File: src/rtl/sdwr_pkg.sv
// Shared types and constants for the SDWR serial write port.
package sdwr_pkg;

    typedef enum logic [1:0] {
        ST_IDLE  = 2'd0,
        ST_SHIFT = 2'd1,
        ST_STOP  = 2'd2
    } state_e;

    localparam logic [3:0] REG_DATA = 4'h0;
    localparam logic [3:0] REG_CTRL = 4'h1;

    // Bus window: ba13=0, ba12=1
    localparam logic WIN_BA13 = 1'b0;
    localparam logic WIN_BA12 = 1'b1;

    localparam int DIV_W = 8;

endpackage

File: src/rtl/sdwr_baud_div.sv
// Half-bit divider: tick_half pulses every max(div,1) enabled clocks, phase toggles on each tick.
module sdwr_baud_div
    import sdwr_pkg::*;
(
    input  logic             clk,
    input  logic             rst_n,
    input  logic [DIV_W-1:0] div,
    input  logic             enable,
    output logic             tick_half,
    output logic             phase
);

    logic [DIV_W-1:0] cnt_q, cnt_d, div_eff;
    logic             phase_q, phase_d;

    always_comb begin
        div_eff   = (div == '0) ? DIV_W'(1) : div;
        tick_half = enable && (cnt_q == div_eff - DIV_W'(1));
        cnt_d     = cnt_q + DIV_W'(1);
        phase_d   = phase_q;
        // Disabled means parked at the start of a low phase
        if (!enable) begin
            cnt_d   = '0;
            phase_d = 1'b0;
        end else if (tick_half) begin
            cnt_d   = '0;
            phase_d = ~phase_q;
        end
    end

    always_ff @(posedge clk or negedge rst_n) begin
        if (!rst_n) begin
            cnt_q   <= '0;
            phase_q <= 1'b0;
        end else begin
            cnt_q   <= cnt_d;
            phase_q <= phase_d;
        end
    end

    assign phase = phase_q;

endmodule

File: src/rtl/sdwr_serializer.sv
// Bus-mapped MSB-first serial writer: DATA register starts a frame, CTRL sets the half-bit divider.
module sdwr_serializer
    import sdwr_pkg::*;
#(
    parameter int DATA_W  = 8,
    parameter int DIV_RST = 4
) (
    input  logic              clk,
    input  logic              rst_n,
    input  logic              sser_n,
    input  logic              ba13,
    input  logic              ba12,
    input  logic [3:0]        ba7_4,
    input  logic              br_w,
    input  logic              bus_stb,
    input  logic [DATA_W-1:0] bd,
    output logic              sdwr,
    output logic              sclk_o,
    output logic              sbusy,
    output logic              ovr
);

    localparam int               CNT_W    = $clog2(DATA_W) + 1;
    localparam logic [CNT_W-1:0] LAST_BIT = CNT_W'(DATA_W - 1);

    // Assert asynchronously, release two clocks after rst_n rises
    logic [1:0] rsync_q;
    logic       srst_n;

    always_ff @(posedge clk or negedge rst_n) begin
        if (!rst_n) rsync_q <= 2'b00;
        else        rsync_q <= {rsync_q[0], 1'b1};
    end
    assign srst_n = rsync_q[1];

    state_e            state_q, state_d;
    logic [DATA_W-1:0] shreg_q, shreg_d;
    logic [CNT_W-1:0]  bitcnt_q, bitcnt_d;
    logic [DIV_W-1:0]  div_q, div_d;
    logic [DIV_W-1:0]  fdiv_q, fdiv_d;
    logic              ovr_q, ovr_d;
    logic              wr_stb, data_wr, ctrl_wr;
    logic              tick_half, phase;

    assign wr_stb  = !sser_n && (ba13 == WIN_BA13) && (ba12 == WIN_BA12) && !br_w && bus_stb;
    assign data_wr = wr_stb && (ba7_4 == REG_DATA);
    assign ctrl_wr = wr_stb && (ba7_4 == REG_CTRL);

    // fdiv_q is the divider snapshot for the running frame, so CTRL writes wait for the next one
    sdwr_baud_div u_div (
        .clk       (clk),
        .rst_n     (srst_n),
        .div       (fdiv_q),
        .enable    (state_q != ST_IDLE),
        .tick_half (tick_half),
        .phase     (phase)
    );

    always_comb begin
        state_d  = state_q;
        shreg_d  = shreg_q;
        bitcnt_d = bitcnt_q;
        div_d    = div_q;
        fdiv_d   = fdiv_q;
        ovr_d    = ovr_q;

        if (ctrl_wr) begin
            div_d = bd[DIV_W-1:0];
            ovr_d = 1'b0;
        end
        if (data_wr && state_q != ST_IDLE) ovr_d = 1'b1;

        unique case (state_q)
            ST_IDLE: begin
                if (data_wr) begin
                    state_d  = ST_SHIFT;
                    shreg_d  = bd;
                    bitcnt_d = '0;
                    fdiv_d   = div_q;
                end
            end
            ST_SHIFT: begin
                // End of a high phase is the sclk falling edge
                if (tick_half && phase) begin
                    if (bitcnt_q == LAST_BIT) begin
                        state_d = ST_STOP;
                    end else begin
                        shreg_d  = {shreg_q[DATA_W-2:0], 1'b0};
                        bitcnt_d = bitcnt_q + CNT_W'(1);
                    end
                end
            end
            ST_STOP: begin
                if (tick_half) state_d = ST_IDLE;
            end
            default: state_d = ST_IDLE;
        endcase
    end

    always_ff @(posedge clk or negedge srst_n) begin
        if (!srst_n) begin
            state_q  <= ST_IDLE;
            shreg_q  <= '0;
            bitcnt_q <= '0;
            div_q    <= DIV_W'(DIV_RST);
            fdiv_q   <= DIV_W'(DIV_RST);
            ovr_q    <= 1'b0;
        end else begin
            state_q  <= state_d;
            shreg_q  <= shreg_d;
            bitcnt_q <= bitcnt_d;
            div_q    <= div_d;
            fdiv_q   <= fdiv_d;
            ovr_q    <= ovr_d;
        end
    end

    assign sbusy  = (state_q != ST_IDLE);
    assign sclk_o = (state_q == ST_SHIFT) && phase;
    assign sdwr   = (state_q == ST_SHIFT) ? shreg_q[DATA_W-1] : 1'b1;
    assign ovr    = ovr_q;

endmodule

File: config.mk
export PLATFORM = sky130hd
export DESIGN_NAME = sdwr_serializer
export DESIGN_NICKNAME = d
export VERILOG_FILES = /design/src/rtl/sdwr_pkg.sv /design/src/rtl/sdwr_baud_div.sv /design/src/rtl/sdwr_serializer.sv
export SDC_FILE = /design/constraint.sdc
export NUM_CORES = 1
export LEC_CHECK = 0
export ABC_AREA = 1
export CAP_MARGIN = 20
export CORE_MARGIN = 4
export CORE_UTILIZATION = 45
export CTS_BUF_LIST = sky130_fd_sc_hd__clkbuf_16
export CTS_CLUSTER_SIZE = 12
export DETAILED_ROUTE_END_ITERATION = 6
export MAX_ROUTING_LAYER = met4
export PLACE_DENSITY = 0.66
export SETUP_SLACK_MARGIN = 0.3
export SLEW_MARGIN = 40
export SYNTH_ARGS = -nofsm -noshare
export SYNTH_HDL_FRONTEND = slang
export SYNTH_SLANG_ARGS = --single-unit
File: constraint.sdc
create_clock -name clk -period 2.15 [get_ports clk]
set_clock_uncertainty 0.15 [all_clocks]
set_input_delay 0.43 -clock clk [delete_from_list [all_inputs] [get_ports clk]]
set_output_delay 0.43 -clock clk [all_outputs]
set_load 0.03 [all_outputs]
==> results of run 1 <==
-- metrics by stage --
| stage | utilization | power, mW | hold WS [ns] | setup TNS (ns) | instance area, um2 |
|---|---|---|---|---|---|
| floorplan | - | 1.47 | -0.0156 | -0.571 | 2230 |
| finish | 0.652 | 2.43 | 0.155 | -2.33 | 3080 |
| CTS | 0.620 | 2.38 | 0.150 | -1.93 | 2930 |
| detailed placement | 0.570 | 1.64 | 0.179 | -1.86 | 2690 |
| global route | 0.652 | 2.60 | 0.149 | -5.36 | 3080 |
| global placement | 0.570 | 1.62 | 0.172 | -1.76 | 2690 |
-- state kept, by name, indices dropped and copies added (netlist names) --
register and count:
shreg_q 8, rsync_q 2, div_q 8, state_q 2, u_div.cnt_q 8, ovr 1, u_div.phase 1, bitcnt_q 4
fdiv_q 8
-- final cells by class --
| class | instances | area, um2 |
|---|---|---|
| inverter | 31 | 116 |
| tap | 67 | 83.8 |
| fill | 405 | 1640 |
| sequential | 42 | 1050 |
| clock buffer | 5 | 125 |
| multi-input combinational | 189 | 1170 |
| timing repair buffer | 60 | 517 |
| clock inverter | 3 | 12.5 |
-- worst max-delay path, cell delays in order, from the launching register on --
cell and delay [ns]:
dfstp_2 0.54, inv_2 0.04, nand2_2 0.06, nor2_4 0.05, nand2_4 0.07, nand2_4 0.05
inv_2 0.05, ha_4 0.17, nand3_2 0.10, nand3_2 0.09, nand2_1 0.05, inv_1 0.06
nand3_2 0.08, nor2_4 0.11, nand3_2 0.10, nand2_4 0.12, nand3_4 0.13, nand2_1 0.10
nand2_1 0.05
-- synthesized netlist by cell type, types with 2 or more instances --
cell type,instances
a21oi_1,3
buf_2,2
buf_6,2
clkbuf_1,3
dfrtp_1,40
dfstp_2,2
ha_1,3
inv_1,27
inv_2,3
mux2_2,2
nand2_1,75
nand2_2,2
nand2_4,2
nand3_1,14
nand4_1,15
nor2_1,15
nor2_2,4
nor3_1,4
nor3b_1,3
nor4_1,2
o21ai_0,21
o21ai_1,2
or2_2,2
xnor2_1,3
xor2_1,8
-- power by group through the flow --
stage | Sequential [mW] | Clock, mW | Combinational (mW)
floorplan | 1.06 | 0 | 0.415
global placement | 1.08 | 0 | 0.541
detailed placement | 1.08 | 0 | 0.555
CTS | 1.07 | 0.734 | 0.579
global route | 1.09 | 0.770 | 0.734
finish | 1.07 | 0.714 | 0.643
-- path summary, 6_finish.rpt --
path / start / endpoint / slack [ns] / cells past startpoint
min in group clk: rsync_q[0]$_DFF_PN0_ / rsync_q[1]$_DFF_PN0_ / 0.20 / 0
max in group asynchronous: rsync_q[1]$_DFF_PN0_ / fdiv_q[2]$_DFFE_PN1P_ / 1.33 / 1
max reg2reg: fdiv_q[2]$_DFFE_PN1P_ / bitcnt_q[3]$_DFFE_PN0P_ / -0.16 / 18
max: fdiv_q[2]$_DFFE_PN1P_ / bitcnt_q[3]$_DFFE_PN0P_ / -0.16 / 18
min: rst_n / rsync_q[0]$_DFF_PN0_ / 0.15 / 1
min reg2reg: rsync_q[1]$_DFF_PN0_ / shreg_q[0]$_DFFE_PN0P_ / 0.15 / 1
-- layer usage --
layer,global-route usage,share of wire,up-vias
met5,-,0,-
met4,0.0524,0.011,0
met3,0.0418,0.029,5
met2,0.283,0.50,31
met1,0.233,0.46,890
li1,-,-,993
-- kinds of logic after synthesis --
group,after synthesis,synth area share
simple gates,144,0.314
flops,42,0.478
buf+inv,38,0.0726
compound gates,27,0.0630
xor+xnor,11,0.0437
fa+ha+maj,3,0.0170
mux,2,0.0102
other cells,1,0.00170
-- what timing repair did --
item | CTS | global route
gates resized for setup | 30 | 27
endpoints found under the setup margin | 35 | 34
pin swaps | 19 | 20
setup buffers | 5 | 6
cloned | 1 | 0
==> key figures, run 1 <==
Timing
  • Final hold vios: 0
  • Min setup slack post-route: -0.160 ns
  • Tcrit/Tclk final: 1.07
  • Crit path time final: 2.31 ns
  • Worst slew margin: 0.653
  • Measured slew at the worst slew-check pin: 0.521 ns
  • Final Max Tran Viols: 0
  • Fmax: 433 MHz
  • Unrepaired setup endpoints after global routing: true
  • Final setup viols: 23

Clock tree
  • Total CTS buffers: 5
  • CTS sink cnt: 42
  • Skew-Pair Late Insertion Delay: 0.28 ns
  • Longest Clk Path Bufs: 2
  • Cts hold-fix bufs: 0
  • CTS tree: yes
  • Level count of the clock H-tree: 2
  • Clk pin slew, worst setup/hold paths: 0.06 ns
  • Root Buffer: clkbuf_16

Cells and area
  • Net count, final: 351
  • Most common cell after layout, fill and taps aside: nand2_1
  • Most frequent cells in the layout: nand2_1 (64), dfrtp_1 (40), buf_4 (33)
  • Layout cell share with drive strength beyond 1: 0.303
  • Area grow syn2layout: 39.7%
  • Non-Filler Instances: 397
  • Antenna diodes: 0

Drt
  • Routed vias/inst: 4.83
  • Post-Route WL: 5.12 mm
  • Antenna viol nets, final: 0
  • Drt pass-1 iters: 4
  • WL/cell: 12.9 um
  • DRC: 0
  • DR iter-0 viols: 117
  • Via count: 1919

Synth
  • Leading area contributor after synthesis: dfrtp_1
  • Synth Net Count: 290
  • Distinct cells, synth: 34
  • Mapped cell area: 2200 um2
  • Synth area leaders: dfrtp_1 (45%), nand2_1 (13%), o21ai_0 (4.8%), inv_1 (4.6%), nand4_1 (4.3%)
  • EDFF count, synth: 0
  • Cells after Synth: 268
  • Yosys top cell area share: 0.454
  • Post-synthesis async set-or-reset flop share: 1.00
  • Mapped Avg Cell Area: 8.23 um2
  • Seq/Total Area, Yosys: 0.478
  • Post-synthesis register bit count: 42
  • Most used DFF post-synth: dfrtp_1
  • Yosys Warn Count: 0

Place
  • DP Worst Slack: -0.107 ns
  • GPL Wtd Cong: 0.785
  • Hpwl dp: 3.43 mm
  • IO buf count: 22
  • Post-Place Cells: 377

Floorplanning
  • Die X: 78.0 um
  • Num rows: 25
  • Starting Density: 0.467
  • # IOs: 23
  • Die area: 6080 um2
  • Chip height: 78.0 um
  • Core Area: 4720 um2

Setup path
  • Worst EP required: 2.17 ns
  • Critical Path End Type: flip-flop
  • Critical Path Source Type: flip-flop
  • CP max FO: 6
  • Worst Path Arrival: 2.33 ns
  • Kind of critical path: flip-flop to flip-flop

Power and ir drop
  • Pwr dens: 789 nW/um2
  • Portion of total power attributed to combinational logic: 0.265
  • Sw Share: 0.311
  • Static Leakage: 1.49 nW
  • Sw power: 0.756 mW
  • Flop pwr share: 0.442
  • Worst VDD drop: 0.000486 V
  • Int Power: 1.67 mW
  • Clock power share: 0.294

GRT
  • Largest net degree at the start of global routing: 41
  • Initial antenna violation count: 0
  • First-pass GRT wire length: 8.49 mm
  • GR Overflow Total: 0
  • Vias in the first global route: 1843
  • Total track usage: 0.180

Worst hold path
  • Hold crit path type: input port to async pin

Outcome
  • Violated checks: setup timing
  • Status: finished with violations

Flow run
  • Max cap viols: 0
Note: power is estimated with default switching activity, not from simulation.
==> inputs of run 2 (changes only) <==
--- a/config.mk
+++ b/config.mk
@@ -6,6 +6,7 @@
 export NUM_CORES = 1
 export LEC_CHECK = 0
 export ABC_AREA = 1
+export ABC_CLOCK_PERIOD_IN_PS = 2150
 export CAP_MARGIN = 20
 export CORE_MARGIN = 4
 export CORE_UTILIZATION = 45
@@ -14,6 +15,7 @@
 export DETAILED_ROUTE_END_ITERATION = 6
 export MAX_ROUTING_LAYER = met4
 export PLACE_DENSITY = 0.66
+export RECOVER_POWER = 100
 export SETUP_SLACK_MARGIN = 0.3
 export SLEW_MARGIN = 40
 export SYNTH_ARGS = -nofsm -noshare
==> key figures, run 2 (synthesis gave the netlist of run 1 again) <==
GRT
  • Initial antenna violation count: 0
  • Vias in the first global route: 1843
  • GR Overflow Total: 0
  • Largest net degree at the start of global routing: 41
  • First-pass GRT wire length: 8.49 mm
  • Total track usage: 0.180

Setup path
  • Kind of critical path: flip-flop to flip-flop
  • Worst Path Arrival: 2.33 ns
  • Critical path's slowest cell: dfstp_2
  • Critical Path End Type: flip-flop
  • Most frequent CP cell: nand3_2
  • Worst EP required: 2.17 ns
  • Max incr delay on CP: 0.54 ns
  • Critical Path Source Type: flip-flop
  • Internal reg-to-reg setup slack: -0.16 ns
  • CP max FO: 6
  • Critical path's top delay family: simple AND/OR/NAND/NOR gates
  • Crit path cell chain: inv_2, nand2_2, nor2_4, nand2_4, nand2_4, inv_2, ha_4, nand3_2, nand3_2, nand2_1, inv_1, nand3_2, nor2_4, nand3_2, nand2_4, nand3_4, nand2_1, nand2_1
  • Buf/Inv on CP: 3

Timing
  • Tcrit/Tclk final: 1.07
  • Crit path time final: 2.31 ns
  • Final hold vios: 0
  • Unrepaired setup endpoints after global routing: true
  • Min setup slack post-route: -0.158 ns
  • Final Max Tran Viols: 0
  • Fmax: 433 MHz
  • Fin Hold WS: 0.199 ns
  • Final setup viols: 23
  • Measured slew at the worst slew-check pin: 1.00 ns
  • Worst slew margin: 0.332

Floorplanning
  • Die area: 6080 um2
  • Die X: 78.0 um
  • Chip height: 78.0 um
  • Num rows: 25
  • # IOs: 23
  • Core Area: 4720 um2
  • Starting Density: 0.467

Drt
  • WL/cell: 12.9 um
  • Drt pass-1 iters: 4
  • DRC: 0
  • Antenna viol nets, final: 0
  • Post-Route WL: 5.13 mm
  • Routed vias/inst: 4.82
  • Via count: 1914
  • DR iter-0 viols: 121

Clock tree
  • Longest Clk Path Bufs: 2
  • Root Buffer: clkbuf_16
  • Total CTS buffers: 5
  • Cts hold-fix bufs: 0
  • Clk pin slew, worst setup/hold paths: 0.06 ns
  • CTS tree: yes
  • Level count of the clock H-tree: 2
  • Skew-Pair Late Insertion Delay: 0.28 ns
  • CTS sink cnt: 42

Power and ir drop
  • Int Power: 1.66 mW
  • Sw power: 0.750 mW
  • Pwr dens: 795 nW/um2
  • Flop pwr share: 0.444
  • Sw Share: 0.311
  • Portion of total power attributed to combinational logic: 0.261
  • Static Leakage: 1.48 nW
  • Worst VDD drop: 0.000487 V
  • Clock power share: 0.295

Cells and area
  • Non-Filler Instances: 397
  • Area grow syn2layout: 37.9%
  • Most common cell after layout, fill and taps aside: nand2_1
  • Most frequent cells in the layout: nand2_1 (64), dfrtp_1 (40), buf_4 (32)
  • FILL cells: 412
  • Antenna diodes: 0
  • Net count, final: 351
  • Layout cell share with drive strength beyond 1: 0.291
  • Final Util: 0.643

Outcome
  • Status: finished with violations
  • Violated checks: setup timing

Place
  • Post-Place Cells: 377
  • Hpwl dp: 3.43 mm
  • GPL Wtd Cong: 0.785
  • IO buf count: 22

Worst hold path
  • Hold crit path type: flip-flop to flip-flop

Flow run
  • Max cap viols: 0
-- run 2: changes by cell type in the layout (fill, tap and decap cells not counted), sizes merged --
cell	before	now
buf	41	37
clkdlybuf4s50	15	13
dlygate4sd3	0	2
clkbuf	5	9
-- run 2: final timing paths --
check	depth (start not counted)	end	startpoint
max	18	bitcnt_q[3]$_DFFE_PN0P_	fdiv_q[2]$_DFFE_PN1P_
min	0	rsync_q[1]$_DFF_PN0_	rsync_q[0]$_DFF_PN0_
max reg2reg	18	bitcnt_q[3]$_DFFE_PN0P_	fdiv_q[2]$_DFFE_PN1P_
min reg2reg	0	rsync_q[1]$_DFF_PN0_	rsync_q[0]$_DFF_PN0_
max in group asynchronous	1	u_div.cnt_q[0]$_DFF_PN0_	rsync_q[1]$_DFF_PN0_
min in group asynchronous	1	rsync_q[0]$_DFF_PN0_	rst_n
-- run 2: what timing repair did --
action                                 in CTS  in global routing
resized for setup                          30                 27
setup buffers                               5                  6
pin swaps                                  19                 20
endpoints found under the hold margin       0                  0
cloned                                      1                  0
setup endpoints to repair                  35                 34
-- run 2: area by class of cell --
cell class              instances  area, um2  share of cell area
clock buffers                   5        125              0.0412
multi-input cells             189       1150               0.378
repair buffers                 60        500               0.165
well taps                      67       83.8              0.0276
inverters                      31        116              0.0383
flip-flops and latches         42       1050               0.347
clock inverters                 3       12.5             0.00412
-- run 2: per-stage QoR --
stage | cell area, um2 | setup TNS (ns) | worst slack (ns) | power [mW]
3_3_place_gp | 2690 | -1.76 | -0.119 | 1.62
5_1_grt | 3040 | -5.45 | -0.302 | 2.59
3_5_place_dp | 2690 | -1.86 | -0.107 | 1.64
6_report | 3040 | -2.25 | -0.158 | 2.42
4_1_cts | 2930 | -1.93 | -0.130 | 2.38
2_1_floorplan | 2230 | -0.571 | -0.0572 | 1.47
-- run 2: power by group through the flow --
stage	clock, mW	combinational (mW)	sequential, mW
global route	0.770	0.722	1.09
detailed placement	0	0.555	1.08
CTS	0.734	0.579	1.07
global placement	0	0.541	1.08
floorplan	0	0.415	1.06
finish	0.712	0.630	1.07
-- run 2: per-layer routing --
layer | up-vias | part of all wire | global-route usage
met4 | 0 | 0.011 | 0.0524
met5 | - | 0 | -
met1 | 890 | 0.46 | 0.233
met3 | 5 | 0.027 | 0.0418
li1 | 994 | - | -
met2 | 25 | 0.50 | 0.283
